`config.mk`:
```
export PLATFORM = sky130hd
export DESIGN_NAME = control_unit
export DESIGN_NICKNAME = d
export VERILOG_FILES = /design/src/rtl/control_unit.sv
export SDC_FILE = /design/constraint.sdc
export NUM_CORES = 1
export LEC_CHECK = 0
export CAP_MARGIN = 15
export CORE_ASPECT_RATIO = 1.75
export CORE_MARGIN = 2
export CORE_UTILIZATION = 38
export CTS_CLUSTER_SIZE = 30
export DETAILED_ROUTE_END_ITERATION = 12
export PLACE_DENSITY_LB_ADDON = 0.1
export SETUP_SLACK_MARGIN = 0.15
export SLEW_MARGIN = 15
export SYNTH_ARGS = -nofsm -noshare
export SYNTH_HDL_FRONTEND = slang
export SYNTH_SLANG_ARGS = --single-unit
```
`constraint.sdc`:
```
create_clock -name Clock -period 2.5 [get_ports Clock]
set_input_delay 0.375 -clock Clock [delete_from_list [all_inputs] [get_ports Clock]]
set_output_delay 0.375 -clock Clock [all_outputs]
set_load 0.01 [all_outputs]
```
`src/rtl/control_unit.sv`:
```
// ----------------------------------------------------------------------------
// control_unit
// Hardwired Mini SRC control sequencer. It steps through one T-state per
// Clock: fetch (T0-T2), decode, then the execute steps for the opcode in
// IR[31:27]. After the last step it returns to T0, or goes to HALT when Stop
// is high. Every control input of DataPath is driven from here.
//
// Ports:
//   Clock          rising-edge system clock
//   Clear          asynchronous, active-high reset (forces RST at once)
//   IR             instruction register contents (opcode in the top OPW bits)
//   CON_FF         branch condition flip-flop, only looked at in T6 of br
//   Stop           halt request, acted on only at the end of an instruction
//   Run            high in T0-T7
//   PCout..Cout    bus driver enables
//   MARin..R15in   register load enables
//   Gra..Rout      select-and-encode controls
//   IncPC, Read, Write
//   ADD..NOT       ALU operation selects, one-hot or all zero
// ----------------------------------------------------------------------------
module control_unit #(
   parameter int OPW = 5
) (
   input  logic        Clock,
   input  logic        Clear,
   input  logic [31:0] IR,
   input  logic        CON_FF,
   input  logic        Stop,
   output logic        Run,
   output logic        PCout,
   output logic        Zlowout,
   output logic        Zhighout,
   output logic        MDRout,
   output logic        HIout,
   output logic        LOout,
   output logic        InPortout,
   output logic        BAout,
   output logic        Cout,
   output logic        MARin,
   output logic        Zin,
   output logic        PCin,
   output logic        MDRin,
   output logic        IRin,
   output logic        Yin,
   output logic        LOin,
   output logic        HIin,
   output logic        CONin,
   output logic        OutPortIn,
   output logic        R15in,
   output logic        Gra,
   output logic        Grb,
   output logic        Grc,
   output logic        Rin,
   output logic        Rout,
   output logic        IncPC,
   output logic        Read,
   output logic        Write,
   output logic        ADD,
   output logic        SUB,
   output logic        AND,
   output logic        OR,
   output logic        SHR,
   output logic        SHRA,
   output logic        SHL,
   output logic        ROR,
   output logic        ROL,
   output logic        MUL,
   output logic        DIV,
   output logic        NEG,
   output logic        NOT
);

   typedef enum logic [3:0] {
      RST  = 4'd0,
      T0   = 4'd1,
      T1   = 4'd2,
      T2   = 4'd3,
      T3   = 4'd4,
      T4   = 4'd5,
      T5   = 4'd6,
      T6   = 4'd7,
      T7   = 4'd8,
      HALT = 4'd9
   } state_t;

   localparam logic [OPW-1:0] OP_LD   = OPW'(5'b00000);
   localparam logic [OPW-1:0] OP_LDI  = OPW'(5'b00001);
   localparam logic [OPW-1:0] OP_ST   = OPW'(5'b00010);
   localparam logic [OPW-1:0] OP_ADD  = OPW'(5'b00011);
   localparam logic [OPW-1:0] OP_SUB  = OPW'(5'b00100);
   localparam logic [OPW-1:0] OP_AND  = OPW'(5'b00101);
   localparam logic [OPW-1:0] OP_OR   = OPW'(5'b00110);
   localparam logic [OPW-1:0] OP_SHR  = OPW'(5'b00111);
   localparam logic [OPW-1:0] OP_SHRA = OPW'(5'b01000);
   localparam logic [OPW-1:0] OP_SHL  = OPW'(5'b01001);
   localparam logic [OPW-1:0] OP_ROR  = OPW'(5'b01010);
   localparam logic [OPW-1:0] OP_ROL  = OPW'(5'b01011);
   localparam logic [OPW-1:0] OP_ADDI = OPW'(5'b01100);
   localparam logic [OPW-1:0] OP_ANDI = OPW'(5'b01101);
   localparam logic [OPW-1:0] OP_ORI  = OPW'(5'b01110);
   localparam logic [OPW-1:0] OP_MUL  = OPW'(5'b01111);
   localparam logic [OPW-1:0] OP_DIV  = OPW'(5'b10000);
   localparam logic [OPW-1:0] OP_NEG  = OPW'(5'b10001);
   localparam logic [OPW-1:0] OP_NOT  = OPW'(5'b10010);
   localparam logic [OPW-1:0] OP_BR   = OPW'(5'b10011);
   localparam logic [OPW-1:0] OP_JR   = OPW'(5'b10100);
   localparam logic [OPW-1:0] OP_JAL  = OPW'(5'b10101);
   localparam logic [OPW-1:0] OP_IN   = OPW'(5'b10110);
   localparam logic [OPW-1:0] OP_OUT  = OPW'(5'b10111);
   localparam logic [OPW-1:0] OP_MFHI = OPW'(5'b11000);
   localparam logic [OPW-1:0] OP_MFLO = OPW'(5'b11001);
   localparam logic [OPW-1:0] OP_NOP  = OPW'(5'b11010);
   localparam logic [OPW-1:0] OP_HALT = OPW'(5'b11011);

   state_t           state;
   state_t           last_step;
   logic [OPW-1:0]   opcode;
   logic             unused_ir_bits;

   assign opcode         = IR[31 -: OPW];
   assign unused_ir_bits = ^IR[31-OPW:0];

   // Final T-step of each instruction class. nop, halt and any undefined
   // opcode end with fetch, so their last step is T2.
   always_comb begin
      last_step = T2;
      case (opcode)
         OP_ADD, OP_SUB, OP_AND, OP_OR, OP_SHR, OP_SHRA, OP_SHL, OP_ROR,
         OP_ROL, OP_ADDI, OP_ANDI, OP_ORI, OP_LDI:
            last_step = T5;
         OP_LD, OP_ST:
            last_step = T7;
         OP_MUL, OP_DIV, OP_BR:
            last_step = T6;
         OP_NEG, OP_NOT, OP_JAL:
            last_step = T4;
         OP_JR, OP_IN, OP_OUT, OP_MFHI, OP_MFLO:
            last_step = T3;
         OP_NOP, OP_HALT:
            last_step = T2;
         default:
            last_step = T2;
      endcase
   end

   // Step sequencer. Clear drops straight into RST from any step. Stop is
   // only looked at on the edge that ends an instruction, so an instruction
   // always runs to completion. The halt opcode leaves fetch directly for
   // HALT, which is only left again through Clear.
   always_ff @(posedge Clock or posedge Clear) begin
      if (Clear) begin
         state <= RST;
      end else begin
         case (state)
            RST:  state <= T0;
            T0:   state <= T1;
            T1:   state <= T2;
            T2: begin
               if (opcode == OP_HALT)
                  state <= HALT;
               else if (last_step == T2)
                  state <= Stop ? HALT : T0;
               else
                  state <= T3;
            end
            T3: begin
               if (last_step == T3)
                  state <= Stop ? HALT : T0;
               else
                  state <= T4;
            end
            T4: begin
               if (last_step == T4)
                  state <= Stop ? HALT : T0;
               else
                  state <= T5;
            end
            T5: begin
               if (last_step == T5)
                  state <= Stop ? HALT : T0;
               else
                  state <= T6;
            end
            T6: begin
               if (last_step == T6)
                  state <= Stop ? HALT : T0;
               else
                  state <= T7;
            end
            T7:   state <= Stop ? HALT : T0;
            HALT: state <= HALT;
            default: state <= RST;
         endcase
      end
   end

   // Control decode. Fetch steps do not depend on IR; execute steps decode
   // the opcode. RST and HALT leave everything low. CON_FF is folded in
   // combinationally in T6 of br so the branch target is loaded only when
   // the condition holds.
   always_comb begin
      Run       = 1'b0;
      PCout     = 1'b0;
      Zlowout   = 1'b0;
      Zhighout  = 1'b0;
      MDRout    = 1'b0;
      HIout     = 1'b0;
      LOout     = 1'b0;
      InPortout = 1'b0;
      BAout     = 1'b0;
      Cout      = 1'b0;
      MARin     = 1'b0;
      Zin       = 1'b0;
      PCin      = 1'b0;
      MDRin     = 1'b0;
      IRin      = 1'b0;
      Yin       = 1'b0;
      LOin      = 1'b0;
      HIin      = 1'b0;
      CONin     = 1'b0;
      OutPortIn = 1'b0;
      R15in     = 1'b0;
      Gra       = 1'b0;
      Grb       = 1'b0;
      Grc       = 1'b0;
      Rin       = 1'b0;
      Rout      = 1'b0;
      IncPC     = 1'b0;
      Read      = 1'b0;
      Write     = 1'b0;
      ADD       = 1'b0;
      SUB       = 1'b0;
      AND       = 1'b0;
      OR        = 1'b0;
      SHR       = 1'b0;
      SHRA      = 1'b0;
      SHL       = 1'b0;
      ROR       = 1'b0;
      ROL       = 1'b0;
      MUL       = 1'b0;
      DIV       = 1'b0;
      NEG       = 1'b0;
      NOT       = 1'b0;

      case (state)
         T0: begin
            Run = 1'b1; PCout = 1'b1; MARin = 1'b1; IncPC = 1'b1; Zin = 1'b1;
         end
         T1: begin
            Run = 1'b1; Zlowout = 1'b1; PCin = 1'b1; Read = 1'b1; MDRin = 1'b1;
         end
         T2: begin
            Run = 1'b1; MDRout = 1'b1; IRin = 1'b1;
         end
         T3, T4, T5, T6, T7: begin
            Run = 1'b1;
            case (opcode)
               OP_ADD, OP_SUB, OP_AND, OP_OR, OP_SHR, OP_SHRA, OP_SHL,
               OP_ROR, OP_ROL: begin
                  case (state)
                     T3: begin Grb = 1'b1; Rout = 1'b1; Yin = 1'b1; end
                     T4: begin
                        Grc = 1'b1; Rout = 1'b1; Zin = 1'b1;
                        case (opcode)
                           OP_ADD:  ADD  = 1'b1;
                           OP_SUB:  SUB  = 1'b1;
                           OP_AND:  AND  = 1'b1;
                           OP_OR:   OR   = 1'b1;
                           OP_SHR:  SHR  = 1'b1;
                           OP_SHRA: SHRA = 1'b1;
                           OP_SHL:  SHL  = 1'b1;
                           OP_ROR:  ROR  = 1'b1;
                           OP_ROL:  ROL  = 1'b1;
                           default: ;
                        endcase
                     end
                     T5: begin Zlowout = 1'b1; Gra = 1'b1; Rin = 1'b1; end
                     default: ;
                  endcase
               end
               OP_ADDI, OP_ANDI, OP_ORI: begin
                  case (state)
                     T3: begin Grb = 1'b1; Rout = 1'b1; Yin = 1'b1; end
                     T4: begin
                        Cout = 1'b1; Zin = 1'b1;
                        ADD  = (opcode == OP_ADDI);
                        AND  = (opcode == OP_ANDI);
                        OR   = (opcode == OP_ORI);
                     end
                     T5: begin Zlowout = 1'b1; Gra = 1'b1; Rin = 1'b1; end
                     default: ;
                  endcase
               end
               OP_LD, OP_LDI, OP_ST: begin
                  // The three memory forms share the effective-address steps
                  // T3-T4; ldi writes the sum straight back in T5.
                  case (state)
                     T3: begin Grb = 1'b1; BAout = 1'b1; Yin = 1'b1; end
                     T4: begin Cout = 1'b1; ADD = 1'b1; Zin = 1'b1; end
                     T5: begin
                        Zlowout = 1'b1;
                        if (opcode == OP_LDI) begin
                           Gra = 1'b1; Rin = 1'b1;
                        end else begin
                           MARin = 1'b1;
                        end
                     end
                     T6: begin
                        MDRin = 1'b1;
                        if (opcode == OP_ST) begin
                           Gra = 1'b1; Rout = 1'b1;
                        end else begin
                           Read = 1'b1;
                        end
                     end
                     T7: begin
                        if (opcode == OP_ST) begin
                           Write = 1'b1;
                        end else begin
                           MDRout = 1'b1; Gra = 1'b1; Rin = 1'b1;
                        end
                     end
                     default: ;
                  endcase
               end
               OP_MUL, OP_DIV: begin
                  case (state)
                     T3: begin Gra = 1'b1; Rout = 1'b1; Yin = 1'b1; end
                     T4: begin
                        Grb = 1'b1; Rout = 1'b1; Zin = 1'b1;
                        MUL = (opcode == OP_MUL);
                        DIV = (opcode == OP_DIV);
                     end
                     T5: begin Zlowout = 1'b1; LOin = 1'b1; end
                     T6: begin Zhighout = 1'b1; HIin = 1'b1; end
                     default: ;
                  endcase
               end
               OP_NEG, OP_NOT: begin
                  case (state)
                     T3: begin
                        Grb = 1'b1; Rout = 1'b1; Zin = 1'b1;
                        NEG = (opcode == OP_NEG);
                        NOT = (opcode == OP_NOT);
                     end
                     T4: begin Zlowout = 1'b1; Gra = 1'b1; Rin = 1'b1; end
                     default: ;
                  endcase
               end
               OP_BR: begin
                  case (state)
                     T3: begin Gra = 1'b1; Rout = 1'b1; CONin = 1'b1; end
                     T4: begin PCout = 1'b1; Yin = 1'b1; end
                     T5: begin Cout = 1'b1; ADD = 1'b1; Zin = 1'b1; end
                     T6: begin Zlowout = CON_FF; PCin = CON_FF; end
                     default: ;
                  endcase
               end
               OP_JR: begin
                  if (state == T3) begin
                     Gra = 1'b1; Rout = 1'b1; PCin = 1'b1;
                  end
               end
               OP_JAL: begin
                  case (state)
                     T3: begin PCout = 1'b1; R15in = 1'b1; end
                     T4: begin Gra = 1'b1; Rout = 1'b1; PCin = 1'b1; end
                     default: ;
                  endcase
               end
               OP_IN: begin
                  if (state == T3) begin
                     InPortout = 1'b1; Gra = 1'b1; Rin = 1'b1;
                  end
               end
               OP_OUT: begin
                  if (state == T3) begin
                     Gra = 1'b1; Rout = 1'b1; OutPortIn = 1'b1;
                  end
               end
               OP_MFHI: begin
                  if (state == T3) begin
                     HIout = 1'b1; Gra = 1'b1; Rin = 1'b1;
                  end
               end
               OP_MFLO: begin
                  if (state == T3) begin
                     LOout = 1'b1; Gra = 1'b1; Rin = 1'b1;
                  end
               end
               default: ;
            endcase
         end
         default: ;
      endcase
   end

endmodule

```
==> results of run 1 <==
cell families (layout without fill, tap and decap cells):
group                      count (synthesis)  count (layout)
AOI/OAI and AO/OA                         55              55
xor gates and xnor gates                   2               2
adders and majority gates                  4               4
buffers and inverters                     29             146
DFF                                        4               4
and+or+nand+nor                          121             121
final cells by class:
| type | instances | area [sq um] | share of cell area |
|---|---|---|---|
| Clock buffer | 3 | 41.3 | 0.0157 |
| Multi-Input combinational cell | 182 | 1270 | 0.483 |
| Tap cell | 43 | 53.8 | 0.0205 |
| Sequential cell | 4 | 103 | 0.0391 |
| Timing Repair Buffer | 136 | 1130 | 0.430 |
| Inverter | 7 | 28.8 | 0.0110 |
worst max-delay path by stage:
stage                       to  cells after the start    from  slack [ns]
after CTS                  Gra                     10  IR[27]        0.09
after global routing       Gra                     10  IR[27]        0.05
after floorplan           Rout                      7  IR[27]        0.24
after global placement    Rout                      8  IR[28]       -0.72
after detailed placement   Gra                     10  IR[28]       -0.72
final                     Rout                     10  IR[27]        0.10
worst max-delay path, cell delays in order:
cell     delay, ns
buf_6         0.10
buf_6         0.12
ha_4          0.16
buf_6         0.13
buf_4         0.15
nand2_1       0.08
or3_1         0.15
nand2_1       0.07
or4_1         0.53
buf_2         0.16
metrics by stage:
stage          setup WS [ns]  power (mW)  cells  setup TNS [ns]
6_report               0.103        1.49    375               0
5_1_grt               0.0493        1.62    375               0
3_5_place_dp          -0.719        1.24    362          -11.52
2_1_floorplan          0.236       0.671    215               0
3_3_place_gp          -0.716        1.23    362          -10.87
4_1_cts               0.0881        1.43    374               0
synthesized netlist by cell type (all sizes together), types with 4 or more instances:
library cell	count	area share
o21ai	13	0.052
nand2	24	0.071
a21oi	13	0.052
and3	6	0.030
o211ai	4	0.024
a31oi	4	0.020
nor2	33	0.098
buf	8	0.038
nor4	5	0.025
inv	7	0.021
nand3	7	0.028
nor2b	5	0.025
or3	6	0.030
dfrtp	4	0.079
nand2b	8	0.040
nor3	13	0.056
ha	4	0.040
clkbuf	14	0.042
per-layer routing:
layer  wire (microns)  vias up  part of all wire
met2             3230      101              0.54
li1                 -     1008                 -
met3              235       31             0.039
met4              354        0             0.059
met5                0        -                 0
met1             2210      973              0.37
power groups by stage:
| stage | logic (mW) | clock network (mW) | registers, mW |
|---|---|---|---|
| after floorplan | 0.562 | 0 | 0.110 |
| final | 1.19 | 0.144 | 0.155 |
| after detailed placement | 1.09 | 0 | 0.147 |
| after CTS | 1.14 | 0.146 | 0.151 |
| after global placement | 1.08 | 0 | 0.145 |
| after global routing | 1.31 | 0.151 | 0.161 |
timing repair:
item	4_1_cts	5_1_grt
resized for setup	102	27
pin swaps	8	6
endpoints found under the setup margin	41	14
buffers inserted	8	1
gates cloned	1	0
==> run_results.csv, run 1 <==
group,metric,value,unit
finish,largest_reg_flops,4,
run_status,outcome,"finished clean",
finish,fillers,236,
yosys,avgSynthCellArea,5.87,sq um
power_and_ir_drop,p_sw,699,uW
global_routing,grt_overflow,0,
critical_path,worstPathRequired,2.12,ns
timing,fin_skew,0.00150,ns
global_routing,antenna_found_initial,0,
finish,antenna_cells,0,
critical_path,reg2reg_slack,0.90,ns
critical_path,arrival,2.02,ns
clock_tree,htree_levels,1,
timing,rsz0062_at_grt,"yes",
floorplanning,dieArea,3820,sq um
clock_tree,cts_sinks,4,
timing,setup_viol,0,
worst_hold_path,min_path_type,"in2async",
drt,avgViaCountPerCell,5.63,
timing,maxSlewHeadroom,0.704,
global_routing,grt_pass1_wl,9.46,mm
drt,drtIter0Drc,90,
yosys,syn_nets,255,
timing,fin_crit_sh,0.959,
power_and_ir_drop,pwr_density_cell,568,nW/um^2
critical_path,r2r_cells,5,
drt,wirelength,6.04,mm
critical_path,r2r-end,"state[3]$_DFF_PP0_",
yosys,synth_ff_type,"dfrtp_1",
yosys,synth_area,1260,sq um
timing,worst_pin_slew,0.443,ns
clock_tree,clkTransAtPathRegs,0.03,ns
place,port_buffers,50,
power_and_ir_drop,swShare,0.469,
yosys,synth_xor_area_frac,0.0139,
global_routing,grt_usage,0.336,
yosys,ys_seq_elements,4,
finish,layout-area-overhead-vs-synth,108,%
global_routing,use_met3,0.0315,
critical_path,crit_type,"in2out",
global_routing,grt_pass1_vias,2086,
power_and_ir_drop,p_comb_frac,0.800,
critical_path,crit_path_end_kind,"output pin",
finish,reg.largest.list,"state: 4 flops",
drt,drtAntennaViolNets,0,
yosys,synth_top_family_by_area,"simple AND/OR/NAND/NOR gates",
finish,num-nets-final,374,
yosys,yosys.area_share.simple,0.484,
yosys,synth-edff-count,0,
clock_tree,clk_latency,0.22,ns
place,finalWeightedCongestion,0.978,
critical_path,cp_max_fo,6,
clock_tree,ctsHoldBuffers,0,
finish,final_layout_size_suffix_gt1_frac,0.410,
floorplanning,rows,27,
drt,drcViolationCount,0,
finish,largest_register,"state",
finish,layout_commonest_cell,"buf_4",
global_routing,grt_use_met2,0.595,
yosys,synth-seq-area-share,0.0793,
yosys,synthCells,215,
floorplanning,coreArea,3180,sq um
global_routing,grt.met1_usage,0.356,
yosys,ys_warn_count,0,
critical_path,r2r_start,"state[1]$_DFF_PP0_",
critical_path,critPathLaunchType,"primary input",
drt,drt-pass1-iter-count,4,
global_routing,grt-busiest-layer,"met2",
yosys,async_flop_share,1.00,
clock_tree,cts_tree,"built",
finish,post-route-cell-area,2620,sq um
timing,maxSlewViolCount,0,
yosys,ys_types,49,
place,postPlaceCellArea,2290,sq um
place,dp_hpwl,4.44,mm
finish,postLayoutCoreUtil,0.826,
power_and_ir_drop,internal_power,790,uW
power_and_ir_drop,ir_drop,0.545,mV
power_and_ir_drop,p_leak,1.36,nW
drt,wl_per_cell,16.1,microns
timing,fmax,417,MHz
timing,period_needed,2.40,ns
timing,holdWs,0.336,ns
global_routing,grt_max_degree,14,
floorplanning,pin_count,78,
power_and_ir_drop,seqPwrFrac,0.104,
clock_tree,cts.path.max_buffers,2,
finish,layout_common_cells,"80 x buf_4, 33 x dlygate4sd2_1, 26 x nor2_1",
yosys,synthAdderAreaFrac,0.0396,
clock_tree,cts_root_buf,"clkbuf_8",
yosys,synthMuxAreaShare,0,
floorplanning,die_w,47.6,microns
timing,hold_viol_final,0,
power_and_ir_drop,pwr-share-clk,0.096,
drt,vias,2113,
clock_tree,cts_buffers,3,
run,max_cap_viol_count,0,
yosys,synth_compound_area_frac,0.283,
floorplanning,fp.dieH,80.3,microns
floorplanning,floorplan.initialDensity,0.398,
Note: power is estimated with default switching activity, not from simulation.
==> run 2, diff against run 1 <==
--- a/config.mk
+++ b/config.mk
@@ -8,7 +8,7 @@
 export CAP_MARGIN = 15
 export CORE_ASPECT_RATIO = 1.75
 export CORE_MARGIN = 2
-export CORE_UTILIZATION = 38
+export CORE_UTILIZATION = 25
 export CTS_CLUSTER_SIZE = 30
 export DETAILED_ROUTE_END_ITERATION = 12
 export PLACE_DENSITY_LB_ADDON = 0.1
==> run_results.csv, run 2 (same netlist as run 1, synthesis figures left out) <==
group,metric,value,unit
floorplanning,floorplan.initialDensity,0.256,
floorplanning,dieArea,5660,sq um
timing,setup_viol,0,
timing,fin_crit_sh,0.958,
run,max_cap_viol_count,0,
drt,avgViaCountPerCell,5.29,
power_and_ir_drop,pwr_density_cell,573,nW/um^2
critical_path,crit_type,"in2out",
global_routing,antenna_found_initial,0,
finish,largest_reg_flops,4,
clock_tree,cts_root_buf,"clkbuf_8",
clock_tree,clk_latency,0.23,ns
finish,multi_input_comb_area,1250,sq um
place,dp.cells,380,
critical_path,crit_buf_inv,3,
run_status,outcome,"finished clean",
critical_path,crit_start,"IR[27]",
finish,post-route-cell-area,2590,sq um
timing,maxSlewViolCount,0,
timing,rsz0062_at_grt,"yes",
clock_tree,cts_sinks,4,
floorplanning,coreArea,4930,sq um
drt,drtAntennaViolNets,0,
place,postPlaceCellArea,2350,sq um
timing,fmax,418,MHz
critical_path,r2r_start,"state[0]$_DFF_PP0_",
finish,layout_commonest_cell,"buf_4",
finish,largest_register,"state",
global_routing,grt_pass1_vias,2156,
drt,drtIter0Drc,65,
timing,maxSlewHeadroom,0.678,
critical_path,arrival,2.02,ns
finish,register_area,103,sq um
drt,drcViolationCount,0,
clock_tree,cts.path.max_buffers,2,
finish,stdcell_count,388,
floorplanning,die_w,57.7,microns
critical_path,path_cells,"buf_6 > buf_6 > ha_4 > or3_4 > a21oi_2 > nor4_2 > or4_4 > buf_6",
place,port_buffers,50,
finish,layout-area-overhead-vs-synth,105,%
place,finalWeightedCongestion,0.912,
critical_path,critPathMaxStageDelay,0.51,ns
critical_path,crit_path_end_kind,"output pin",
clock_tree,htree_levels,1,
global_routing,grt_overflow,0,
finish,layout_common_cells,"80 x buf_4, 26 x nor2_1, 25 x dlygate4sd2_1",
critical_path,reg2reg_slack,0.87,ns
timing,holdWs,0.326,ns
drt,vias,2052,
drt,drt-pass1-iter-count,4,
finish,num-nets-final,376,
critical_path,critPathLaunchType,"primary input",
finish,antenna_cells,0,
critical_path,cp_max_fo,5,
timing,period_needed,2.39,ns
critical_path,worstPathRequired,2.12,ns
global_routing,grt_usage,0.235,
place,dp_hpwl,5.17,mm
floorplanning,rows,34,
global_routing,grt_max_degree,13,
floorplanning,fp.dieH,98.0,microns
critical_path,crit_slowest_cell,"or4_4",
critical_path,crit_path_frequent_cell,"buf_6",
finish,final_layout_size_suffix_gt1_frac,0.458,
timing,worst_pin_slew,0.482,ns
timing,fin_skew,0.00507,ns
finish,fillers,521,
timing,hold_viol_final,0,
global_routing,grt_pass1_wl,10.4,mm
worst_hold_path,min_path_type,"in2async",
drt,wirelength,6.49,mm
power_and_ir_drop,ir_drop,0.502,mV
drt,wl_per_cell,16.7,microns
finish,postLayoutCoreUtil,0.526,
floorplanning,pin_count,78,
clock_tree,cts_buffers,3,
power_and_ir_drop,p_leak,1.28,nW
finish,reg.largest.list,"state: 4 flops",
critical_path,path_delay_family,"simple AND/OR/NAND/NOR gates",
clock_tree,cts_tree,"built",
clock_tree,clkTransAtPathRegs,0.03,ns
-- run 2: area by class of cell --
class / count / area share
sequential: 4 / 0.0396
timing repair buffer: 138 / 0.427
inverter: 7 / 0.0111
clock buffer: 3 / 0.0159
tap: 54 / 0.0260
multi-input combinational: 182 / 0.480
-- run 2: where the power goes --
group          switching (mW)  leakage [nW]  internal (mW)
Combinational           0.602          1.21          0.591
Sequential             0.0491        0.0483          0.100
Clock                  0.0410        0.0216          0.103
Total                   0.692          1.28          0.794
-- run 2: per-stage QoR --
stage | power (mW) | setup WS [ns] | TNS [ns]
6_report | 1.49 | 0.106 | 0
5_1_grt | 1.59 | 0.0672 | 0
4_1_cts | 1.46 | 0.147 | 0
3_5_place_dp | 1.29 | -0.766 | -15.66
3_3_place_gp | 1.29 | -0.745 | -14.66
2_1_floorplan | 0.671 | 0.236 | 0
-- run 2: metal layers --
metal / part of all wire / routed length (microns) / GRT usage
met5: 0 / 0 / 0
met4: 0.036 / 235 / 0.0912
met3: 0.038 / 245 / 0.0132
met2: 0.57 / 3680 / 0.462
met1: 0.36 / 2330 / 0.246
-- run 2: worst register-to-register path, delay by kind of cell (launching register included) --
kind / cells / cell delay [ns]
AO/OA/AOI/OAI: 2 / 0.39
AND/OR/NAND/NOR: 1 / 0.39
flip-flops: 1 / 0.44
buffers and inverters: 2 / 0.35
-- run 2: worst paths after layout --
path,endpoint,cells after the start
max,Rout,8
min reg2reg,state[0]$_DFF_PP0_,3
max in group asynchronous,state[1]$_DFF_PP0_,2
min in group Clock,state[0]$_DFF_PP0_,3
max reg2reg,state[3]$_DFF_PP0_,5
min,state[2]$_DFF_PP0_,2
-- run 2: timing repair --
| action | CTS | global route |
|---|---|---|
| setup endpoints to repair | 41 | 11 |
| pin swaps | 5 | 8 |
| cloned | 1 | 0 |
| buffers inserted | 3 | 1 |
| resized for setup | 135 | 23 |
| hold buffers | 0 | 0 |
